### config.mk
export PLATFORM = sky130hd
export DESIGN_NAME = countdown_alarm_ctrl
export DESIGN_NICKNAME = d
export VERILOG_FILES = /design/src/rtl/countdown_pkg.sv /design/src/rtl/btn_debounce.sv /design/src/rtl/countdown_alarm_ctrl.sv
export SDC_FILE = /design/constraint.sdc
export NUM_CORES = 1
export LEC_CHECK = 0
export ABC_CLOCK_PERIOD_IN_PS = 10450
export CAP_MARGIN = 20
export CORE_AREA = 2 2 109 111
export CTS_CLUSTER_SIZE = 30
export DETAILED_ROUTE_END_ITERATION = 8
export DIE_AREA = 0 0 111 113
export GPL_TIMING_DRIVEN = 0
export PLACE_DENSITY = 0.93
export SLEW_MARGIN = 20
export SYNTH_ARGS = -nofsm -noshare
export SYNTH_HDL_FRONTEND = slang
export SYNTH_SLANG_ARGS = --single-unit
### constraint.sdc
create_clock -name clk_clk -period 10.45 [get_ports clk_clk]
set_clock_uncertainty 0.15 [all_clocks]
set_input_delay 1.5675 -clock clk_clk [delete_from_list [all_inputs] [get_ports clk_clk]]
set_output_delay 1.5675 -clock clk_clk [all_outputs]
set_load 0.005 [all_outputs]
### src/rtl/countdown_pkg.sv
// Shared types and helpers for the countdown alarm controller: FSM states with
// their one-hot LED codes, the BCD time record and the 7-segment encoder.
package countdown_pkg;

  typedef enum logic [3:0] {
    IDLE  = 4'b0001,
    RUN   = 4'b0010,
    PAUSE = 4'b0100,
    ALARM = 4'b1000
  } state_t;

  localparam logic [6:0] SEG_BLANK = 7'h7F;

  typedef struct packed {
    logic [3:0] min_tens;
    logic [3:0] min_units;
    logic [3:0] sec_tens;
    logic [3:0] sec_units;
  } bcd_time_t;

  localparam bcd_time_t TIME_ZERO = '0;
  localparam bcd_time_t TIME_ONE  = '{min_tens: 4'd0, min_units: 4'd0,
                                      sec_tens: 4'd0, sec_units: 4'd1};

  // Active-low segments, bit0=a .. bit6=g; anything outside 0-9 is blank.
  function automatic logic [6:0] seg7_enc(input logic [3:0] d);
    logic [6:0] s;
    case (d)
      4'd0:    s = 7'h40;
      4'd1:    s = 7'h79;
      4'd2:    s = 7'h24;
      4'd3:    s = 7'h30;
      4'd4:    s = 7'h19;
      4'd5:    s = 7'h12;
      4'd6:    s = 7'h02;
      4'd7:    s = 7'h78;
      4'd8:    s = 7'h00;
      4'd9:    s = 7'h10;
      default: s = SEG_BLANK;
    endcase
    return s;
  endfunction

  function automatic bcd_time_t minutes_to_bcd(input logic [3:0] m);
    bcd_time_t t;
    t = TIME_ZERO;
    if (m >= 4'd10) begin
      t.min_tens  = 4'd1;
      t.min_units = m - 4'd10;
    end else begin
      t.min_units = m;
    end
    return t;
  endfunction

  // One-second decrement with BCD borrows; caller guarantees t != 00:00.
  function automatic bcd_time_t bcd_dec(input bcd_time_t t);
    bcd_time_t r;
    r = t;
    if (t.sec_units != 4'd0) begin
      r.sec_units = t.sec_units - 4'd1;
    end else begin
      r.sec_units = 4'd9;
      if (t.sec_tens != 4'd0) begin
        r.sec_tens = t.sec_tens - 4'd1;
      end else begin
        r.sec_tens = 4'd5;
        if (t.min_units != 4'd0) begin
          r.min_units = t.min_units - 4'd1;
        end else begin
          r.min_units = 4'd9;
          r.min_tens  = t.min_tens - 4'd1;
        end
      end
    end
    return r;
  endfunction

endpackage

### src/rtl/btn_debounce.sv
// Active-low pushbutton conditioner: 2-flop synchroniser, stability counter,
// and a single-cycle press pulse on each accepted high-to-low transition.
module btn_debounce #(
  parameter int unsigned DEBOUNCE_CYC = 500_000
) (
  input  logic clk,
  input  logic rst,
  input  logic btn_n,
  output logic press
);

  localparam int unsigned CW = (DEBOUNCE_CYC > 1) ? $clog2(DEBOUNCE_CYC) : 1;

  logic          sync1;
  logic          sync2;
  logic          stable;
  logic [CW-1:0] cnt;

  always_ff @(posedge clk or posedge rst) begin
    if (rst) begin
      sync1  <= 1'b1;
      sync2  <= 1'b1;
      stable <= 1'b1;
      cnt    <= '0;
      press  <= 1'b0;
    end else begin
      sync1 <= btn_n;
      sync2 <= sync1;
      press <= 1'b0;
      if (sync2 == stable) begin
        cnt <= '0;
      end else if (cnt == CW'(DEBOUNCE_CYC - 1)) begin
        // Level differed for DEBOUNCE_CYC consecutive samples: accept it.
        cnt    <= '0;
        stable <= sync2;
        press  <= ~sync2;
      end else begin
        cnt <= cnt + 1'b1;
      end
    end
  end

endmodule

### src/rtl/countdown_alarm_ctrl.sv
// Kitchen-timer controller: MM:SS BCD countdown with start/pause/clear buttons,
// 7-segment display, state LEDs and timed buzzer. Optional PAUSE_BLINK_EN macro.
module countdown_alarm_ctrl
  import countdown_pkg::*;
#(
  parameter int unsigned CLK_HZ       = 50_000_000,
  parameter int unsigned DEBOUNCE_CYC = 500_000,
  parameter int unsigned BUZZ_DIV     = 12_500,
  parameter int unsigned ALARM_SEC    = 5
) (
  input  logic       clk_clk,
  input  logic       reset_reset,
  input  logic [1:0] btn_export,
  input  logic [3:0] switches_export,
  output logic [6:0] seg_0_export,
  output logic [6:0] seg_1_export,
  output logic [6:0] seg_2_export,
  output logic [6:0] seg_3_export,
  output logic [4:0] leds_export,
  output logic       buzzer_export
);

  localparam int unsigned PW = (CLK_HZ > 1) ? $clog2(CLK_HZ) : 1;
  localparam int unsigned BW = (BUZZ_DIV > 1) ? $clog2(BUZZ_DIV) : 1;
  localparam int unsigned AW = $clog2(ALARM_SEC + 1);
  localparam logic [PW-1:0] PRESC_MAX  = PW'(CLK_HZ - 1);
  localparam logic [PW-1:0] PRESC_HALF = PW'(CLK_HZ / 2);

  logic press0, press1;
  logic ev_start, ev_clear;

  state_t        state_q, state_d;
  bcd_time_t     count_q;
  logic [PW-1:0] presc_q, presc_adv;
  logic [AW-1:0] alarm_q;
  logic [BW-1:0] buzz_cnt_q;
  logic          buzz_q;
  logic [6:0]    seg0_q, seg1_q, seg2_q, seg3_q;
  logic [4:0]    leds_q;

  logic tick, last_sec;
  logic presc_run, load_sw, count_dec_en, led_blink, buzz_en, pause_blank;

  btn_debounce #(.DEBOUNCE_CYC(DEBOUNCE_CYC)) u_btn0 (
    .clk   (clk_clk),
    .rst   (reset_reset),
    .btn_n (btn_export[0]),
    .press (press0)
  );

  btn_debounce #(.DEBOUNCE_CYC(DEBOUNCE_CYC)) u_btn1 (
    .clk   (clk_clk),
    .rst   (reset_reset),
    .btn_n (btn_export[1]),
    .press (press1)
  );

  // Clear/ack has priority when both buttons fire together.
  assign ev_clear  = press1;
  assign ev_start  = press0 & ~press1;
  assign tick      = (presc_q == PRESC_MAX);
  assign last_sec  = (count_q == TIME_ONE);
  assign presc_adv = tick ? '0 : presc_q + 1'b1;

  always_ff @(posedge clk_clk or posedge reset_reset) begin
    if (reset_reset) state_q <= IDLE;
    else             state_q <= state_d;
  end

  always_comb begin
    state_d = state_q;
    unique case (state_q)
      IDLE:  if (ev_start && switches_export != '0) state_d = RUN;
      RUN: begin
        if (ev_clear)              state_d = IDLE;
        else if (ev_start)         state_d = PAUSE;
        else if (tick && last_sec) state_d = ALARM;
      end
      PAUSE: begin
        if (ev_clear)      state_d = IDLE;
        else if (ev_start) state_d = RUN;
      end
      ALARM: if (ev_clear || (tick && alarm_q == AW'(ALARM_SEC - 1))) state_d = IDLE;
      default: state_d = IDLE;
    endcase
  end

  always_comb begin
    presc_run    = 1'b0;
    load_sw      = 1'b0;
    count_dec_en = 1'b0;
    led_blink    = 1'b0;
    buzz_en      = 1'b0;
    pause_blank  = 1'b0;
    unique case (state_q)
      IDLE: load_sw = 1'b1;
      RUN: begin
        presc_run    = 1'b1;
        count_dec_en = tick;
        led_blink    = (presc_q < PRESC_HALF);
      end
      PAUSE: begin
`ifdef PAUSE_BLINK_EN
        presc_run   = 1'b1;
        pause_blank = (presc_q < PRESC_HALF);
`else
        presc_run   = 1'b0;
        pause_blank = 1'b0;
`endif
      end
      ALARM: begin
        presc_run = 1'b1;
        buzz_en   = (presc_q < PRESC_HALF);
      end
      default: ;
    endcase
  end

`ifdef PAUSE_BLINK_EN
  logic [PW-1:0] presc_save_q;

  // The prescaler free-runs in PAUSE for blink timing, so its RUN phase is
  // parked here on entry and restored on resume.
  always_ff @(posedge clk_clk or posedge reset_reset) begin
    if (reset_reset) begin
      presc_save_q <= '0;
    end else if (state_q == RUN && state_d == PAUSE) begin
      presc_save_q <= presc_adv;
    end
  end

  always_ff @(posedge clk_clk or posedge reset_reset) begin
    if (reset_reset)                            presc_q <= '0;
    else if (state_q == IDLE)                   presc_q <= '0;
    else if (state_q == PAUSE && state_d == RUN) presc_q <= presc_save_q;
    else if (presc_run)                         presc_q <= presc_adv;
  end
`else
  always_ff @(posedge clk_clk or posedge reset_reset) begin
    if (reset_reset)          presc_q <= '0;
    else if (state_q == IDLE) presc_q <= '0;
    else if (presc_run)       presc_q <= presc_adv;
  end
`endif

  always_ff @(posedge clk_clk or posedge reset_reset) begin
    if (reset_reset)            alarm_q <= '0;
    else if (state_q != ALARM)  alarm_q <= '0;
    else if (tick)              alarm_q <= alarm_q + 1'b1;
  end

  always_ff @(posedge clk_clk or posedge reset_reset) begin
    if (reset_reset) begin
      count_q <= TIME_ZERO;
    end else if (load_sw) begin
      count_q <= minutes_to_bcd(switches_export);
    end else if (count_dec_en && count_q != TIME_ZERO) begin
      count_q <= bcd_dec(count_q);
    end
  end

  // Divider is held clear outside the beep window, which also clears it on ALARM entry.
  always_ff @(posedge clk_clk or posedge reset_reset) begin
    if (reset_reset) begin
      buzz_cnt_q <= '0;
      buzz_q     <= 1'b0;
    end else if (buzz_en) begin
      if (buzz_cnt_q == BW'(BUZZ_DIV - 1)) begin
        buzz_cnt_q <= '0;
        buzz_q     <= ~buzz_q;
      end else begin
        buzz_cnt_q <= buzz_cnt_q + 1'b1;
      end
    end else begin
      buzz_cnt_q <= '0;
      buzz_q     <= 1'b0;
    end
  end

  always_ff @(posedge clk_clk or posedge reset_reset) begin
    if (reset_reset) begin
      seg0_q <= SEG_BLANK;
      seg1_q <= SEG_BLANK;
      seg2_q <= SEG_BLANK;
      seg3_q <= SEG_BLANK;
      leds_q <= 5'b00001;
    end else begin
      if (pause_blank) begin
        seg0_q <= SEG_BLANK;
        seg1_q <= SEG_BLANK;
        seg2_q <= SEG_BLANK;
        seg3_q <= SEG_BLANK;
      end else begin
        seg0_q <= seg7_enc(count_q.sec_units);
        seg1_q <= seg7_enc(count_q.sec_tens);
        seg2_q <= seg7_enc(count_q.min_units);
        seg3_q <= seg7_enc(count_q.min_tens);
      end
      leds_q <= {led_blink, state_q};
    end
  end

  assign seg_0_export  = seg0_q;
  assign seg_1_export  = seg1_q;
  assign seg_2_export  = seg2_q;
  assign seg_3_export  = seg3_q;
  assign leds_export   = leds_q;
  assign buzzer_export = buzz_q;

endmodule

# Word-level counts from Yosys, hierarchy flattened
# Memory sizes are Yosys's and may differ from the RTL's. A register that Yosys moved wholly into a read port is not among the register bits.
# Cells that the tools add are included.
classes:
  add_sub_neg: 10
  order_cmp: 2
  eq_ne: 21
  muxes: 40
  bitwise_logic: 7
  n_reduce_logical: 20
ops:
  columns: ["op", "n"]
  rows:
  - ["$mux 26", 3]
  - ["$mux 19", 4]
  - ["$mux 4", 12]
  - ["$add 19x1->19 const B", 2]
  - ["$eq 19x19->1 const B", 2]
  - ["$mux 16", 2]
  - ["$mux 14", 2]
  - ["$add 26x1->26 const B", 1]
  - ["$eq 26x26->1 const B", 1]
  - ["$lt 26x25->1 const B", 1]
  - ["$eq 16x1->1 const B", 1]
  - ["$pmux 4 s4", 1]
  - ["$reduce_bool 16->1", 1]
  - ["$reduce_bool 4->1", 4]
  - ["$sub 4x1->4 const B", 4]
  - ["$add 14x1->14 const B", 1]
  - ["$eq 14x14->1 const B", 1]
  - ["$mux 1", 12]
  - ["$mux 12", 1]
  - ["$ne 2x2->1 const B", 5]
  - ["$mux 8", 1]
  - ["$reduce_and 4->1", 2]
  - ["$mux 3", 2]
  - ["$not 1->1", 6]
  - ["other kinds (20)", 28]
totals:
  ff_bits: 115
  rom_bits: 448
  input_bits: 8
  mem_count: 4
mem_list:
  columns: ["name", "words", "width", "rd", "rd_clocked_by_memory_dff", "write_ports", "line", "source"]
  rows:
  - ["(name not given)", 16, 7, 1, 1, 0, "countdown_pkg.sv:28", "case (d)"]
  - ["(name not given)", 16, 7, 1, 1, 0, "countdown_pkg.sv:28", null]
  - ["(name not given)", 16, 7, 1, 1, 0, "countdown_pkg.sv:28", null]
  - ["(name not given)", 16, 7, 1, 1, 0, "countdown_pkg.sv:28", null]

# Depth between registers and ports, before layout
logic_depth:
  ltp_word: 6
  ltp_mapped: 8

# Cells and area by module
# Synthesis repeated with hierarchy kept, for this count alone.
unflattened:
  hier_cells: 772
  hier_area_um2: 7592.3
modules_own_cells:
  columns: ["mod", "n_inst", "cells_per_inst", "area_per_inst_um2", "seq_area_each_um2"]
  rows:
  - ["countdown_alarm_ctrl", 1, 556, 5277.6, 2464.9]
  - ["btn_debounce", 2, 108, 1157.4, 579.3]

# Worst setup path after synthesis
# Ideal clock, no wire load.
synth_path:
  path_kind: "reg2reg"
  start: "register count_q[1] (netlist bit)"
  end: "register count_q[15] (netlist bit)"
  arrival_time_ps: 2259
  path_slack_ps: 7916
  stages_incl_launch_ff: 9
  n_path_buf: 1
  path_cell_list: "dfrtp_1 -> inv_1 -> ha_1 -> or3b_2 -> a211oi_1 -> and4_1 -> buf_4 -> nand3_2 -> mux2_4"
synth_via:
  elab_chain_cells: 4
synth_rtl:
  columns: ["element", "line", "source"]
  rows:
  - ["from (decl)", "countdown_alarm_ctrl.sv:33", "bcd_time_t count_q;"]
  - ["from (signal assigned)", "countdown_alarm_ctrl.sv:156", "count_q <= minutes_to_bcd(switches_export);"]
  - ["from (signal assigned)", "countdown_alarm_ctrl.sv:158", "count_q <= bcd_dec(count_q);"]
  - ["$reduce_bool 16->1", "countdown_alarm_ctrl.sv:157", "end else if (count_dec_en && count_q != TIME_ZERO) begin"]
  - ["$logic_and 1x1->1", "countdown_alarm_ctrl.sv:157", null]
  - ["$reduce_bool 2->1 (no line)", null, null]
  - ["$reduce_and 4->1 (no line) *", null, null]
# Every way passes the cells marked *; elsewhere a longest branch is shown, timed or not.
# A chain may end at the register's enable or synchronous reset.

# Final worst setup path
layout_path:
  start: "register leds_q[0] (netlist: leds_export[0])"
  end: "output leds_export[0]"
layout_rtl:
  columns: ["element", "line", "source"]
  rows:
  - ["from (decl)", "countdown_alarm_ctrl.sv:39", "logic [4:0] leds_q;"]
  - ["from (signal assigned)", "countdown_alarm_ctrl.sv:199", "leds_q <= {led_blink, state_q};"]
  - ["to (decl)", "countdown_alarm_ctrl.sv:19", "output logic [4:0] leds_export,"]
# No word-level cell between the ends.

==> flow_metrics.py <==
metrics = {
    "floorplanning": {
        "dieArea_um2": 12500,
        "io_pins": 42,
        "die_h_um": 113,
        "placementRows": 39,
        "initial_core_util_pct": 64.7,
        "die_w_um": 111,
        "coreArea_um2": 11300,
    },
    "sta": {
        "hold_viol": 0,
        "slew_headroom_pct": 31.2,
        "worstMarginPinSlew_ps": 1020,
        "finalSetupViolCount": 0,
        "final.setup.tns_ps": 0,
        "fin_ws_ps": 7270,
        "maxSlewViolCount": 0,
        "max_freq_ghz": 0.315,
        "finalCriticalPeriod_ps": 3180,
        "rsz0062_at_grt": "no",
        "finalCritPeriodShare_pct": 30.4,
    },
    "power_and_ir_drop": {
        "vdd_drop_max_mv": 0.124,
        "p_per_area_nw_per_um2": 144,
        "power_leakage_nw": 3.63,
    },
    "detailed_routing": {
        "via_per_inst": 6.34,
        "drt_wl_total_um": 17500,
        "drc": 0,
        "drt.antenna.violating_nets": 0,
        "post_drt_wl_per_cell_um": 18.1,
        "drt_iter0_drc": 834,
        "vias": 6127,
        "dr.pass1.iters": 6,
    },
    "worst_setup_path": {
        "endpoint_kind": "output pin",
        "worstSetupPathType": "register to output pin",
        "startpoint_type": "register",
        "crit_required_ps": 8730,
        "crit_chain": "clkdlybuf4s50_1",
        "worstPathArrival_ps": 1460,
        "critPathTopFamily": "buffers and inverters",
        "path_buf_inv": 1,
        "crit_fanout": 1,
        "critPathSlowestCell": "clkdlybuf4s50_1",
        "max_stage_delay_ps": 520,
    },
    "global_route": {
        "grt_overflow": 0,
        "track_usage_pct": 28.7,
        "grt_max_degree": 83,
        "grt_pass1_wl_um": 29100,
        "antenna_found_initial": 0,
        "grt_pass1_vias": 6074,
    },
    "clock_tree": {
        "cts_buffer_depth": 2,
        "cts_root_buf": "clkbuf_16",
        "tritoncts": "done",
        "cts-hold-fix-buffers": 0,
        "htreeDepth": 4,
        "insertion_delay_ps": 430,
        "cts.clk_slew.worst_paths_ps": 60,
        "cts_made_buffers": 17,
        "cts_resized": 0,
        "cts_sinks": 143,
        "cts_setup_buffers": 0,
    },
    "logic_synthesis": {
        "synthArstFlopShare_pct": 100,
        "synthTopCellsByCount": "126 x nor2_1, 107 x dfrtp_1, 59 x xor2_1, 57 x nand2_1, 37 x nand3_1",
        "ys_seq_elements": 143,
        "yosysTopAreaCellShare_pct": 36.7,
        "synth_area_per_cell_um2": 9.74,
        "syn-cell-area_um2": 7300,
        "yosysMostFrequentCell": "nor2_1",
        "syn-num-nets": 787,
        "synth-edff-count": 0,
        "yosysTopAreaCell": "dfrtp_1",
        "synth.area.top_cells": "dfrtp_1 37%, dfstp_2 13%, xor2_1 7.1%, nor2_1 6.5%, ha_1 5.1%",
        "synth-seq-area-share_pct": 49.7,
        "synth_cell_types": 59,
        "syn_inst": 749,
        "ys.flop_type": "dfrtp_1",
        "yosys_warnings": 0,
    },
    "final_layout": {
        "drive_above_1_share_pct": 12.2,
        "syn_to_final_growth_pct": 16.5,
        "fin_area_um2": 8500,
        "layout.nets": 848,
        "n_antenna_cell": 0,
    },
    "placement": {
        "dp_hpwl_um": 10900,
        "dpl_cell_area_um2": 7930,
        "io_buffers": 41,
        "gp_congestion": 0.838,
        "pre_cts_ws_ps": 7290,
    },
    "hold_path": {
        "hp-class": "register to register",
    },
    "run": {
        "cap_viol_max_count": 0,
    },
    "status": {
        "status": "complete, no violations",
    },
}
==> registers in the layout, summed over array words and instances, names as in the netlist, 4 cells and up <==
signal / count
buzz_cnt_q: 14
count_q: 16
leds_export: 5
presc_q: 26
seg_0_export: 7
seg_1_export: 7
seg_2_export: 7
seg_3_export: 7
state_q: 4
u_btn0.cnt: 19
u_btn1.cnt: 19
==> cell families after synthesis <==
logic type,synth area share [%]
adders and majority gates,5.14
and+or+nand+nor,23.3
DFF,49.7
buffers and inverters,3.33
xor gates and xnor gates,9.48
muxes,1.75
AOI/OAI and AO/OA,7.29
==> routing by layer <==
metal	part of all wire, %	vias up	global-route usage, %
met3	7.0	77	6.64
li1	-	2709	-
met4	3.8	0	15.3
met2	50	336	48.2
met1	39	3005	34.7
met5	0	-	0
==> through the flow <==
stage	std cells	power, mW	util (%)	hold WS, ps
6_report	966	1.22	75.4	202
5_1_grt	966	1.25	75.4	208
4_1_cts	966	1.22	75.4	205
3_5_place_dp	934	0.636	70.3	200
3_3_place_gp	933	0.631	70.0	199
2_1_floorplan	749	0.611	-	195
==> path summary, 6_finish.rpt <==
path	from	end	slack, ps	cells after the start
max in group asynchronous	reset_reset	seg_0_export[0]	8000	3
max reg2reg	state_q[2]	count_q[4]	7390	6
min	u_btn0.sync1	u_btn0.sync2	200	0
min in group asynchronous	reset_reset	u_btn0.cnt[17]	1410	2
min reg2reg	u_btn0.sync1	u_btn0.sync2	200	0
max	leds_export[0]	leds_export[0]	7270	1
==> power breakdown <==
group | switching, mW | internal [mW]
clock | 0.231 | 0.361
sequential | 0.00543 | 0.567
combinational | 0.0342 | 0.0221
==> area by class of cell <==
class,instances,area [um2]
Multi-Input combinational cell,549,3430
Inverter,31,124
Buffer,26,126
Fill cell,652,2770
Tap cell,143,179
Clock buffer,21,460
Sequential cell,143,3620
Timing Repair Buffer,42,438
Clock inverter,11,115
==> placed cells by master (no fill, tap or decap), types with 16 or more instances in the layout <==
master / Yosys / layout
nor2_1: 126 / 126
dfrtp_1: 107 / 107
xor2_1: 59 / 59
nand2_1: 57 / 57
clkdlybuf4s50_1: 0 / 41
nand3_1: 37 / 37
dfstp_2: 36 / 36
a21oi_1: 35 / 35
nand4_1: 30 / 30
inv_1: 31 / 30
ha_1: 30 / 30
xnor2_1: 20 / 20
clkbuf_1: 17 / 19
nor3_1: 19 / 19
clkbuf_16: 0 / 17
o21ai_0: 16 / 16
Power figures use the tool's default switching activity.
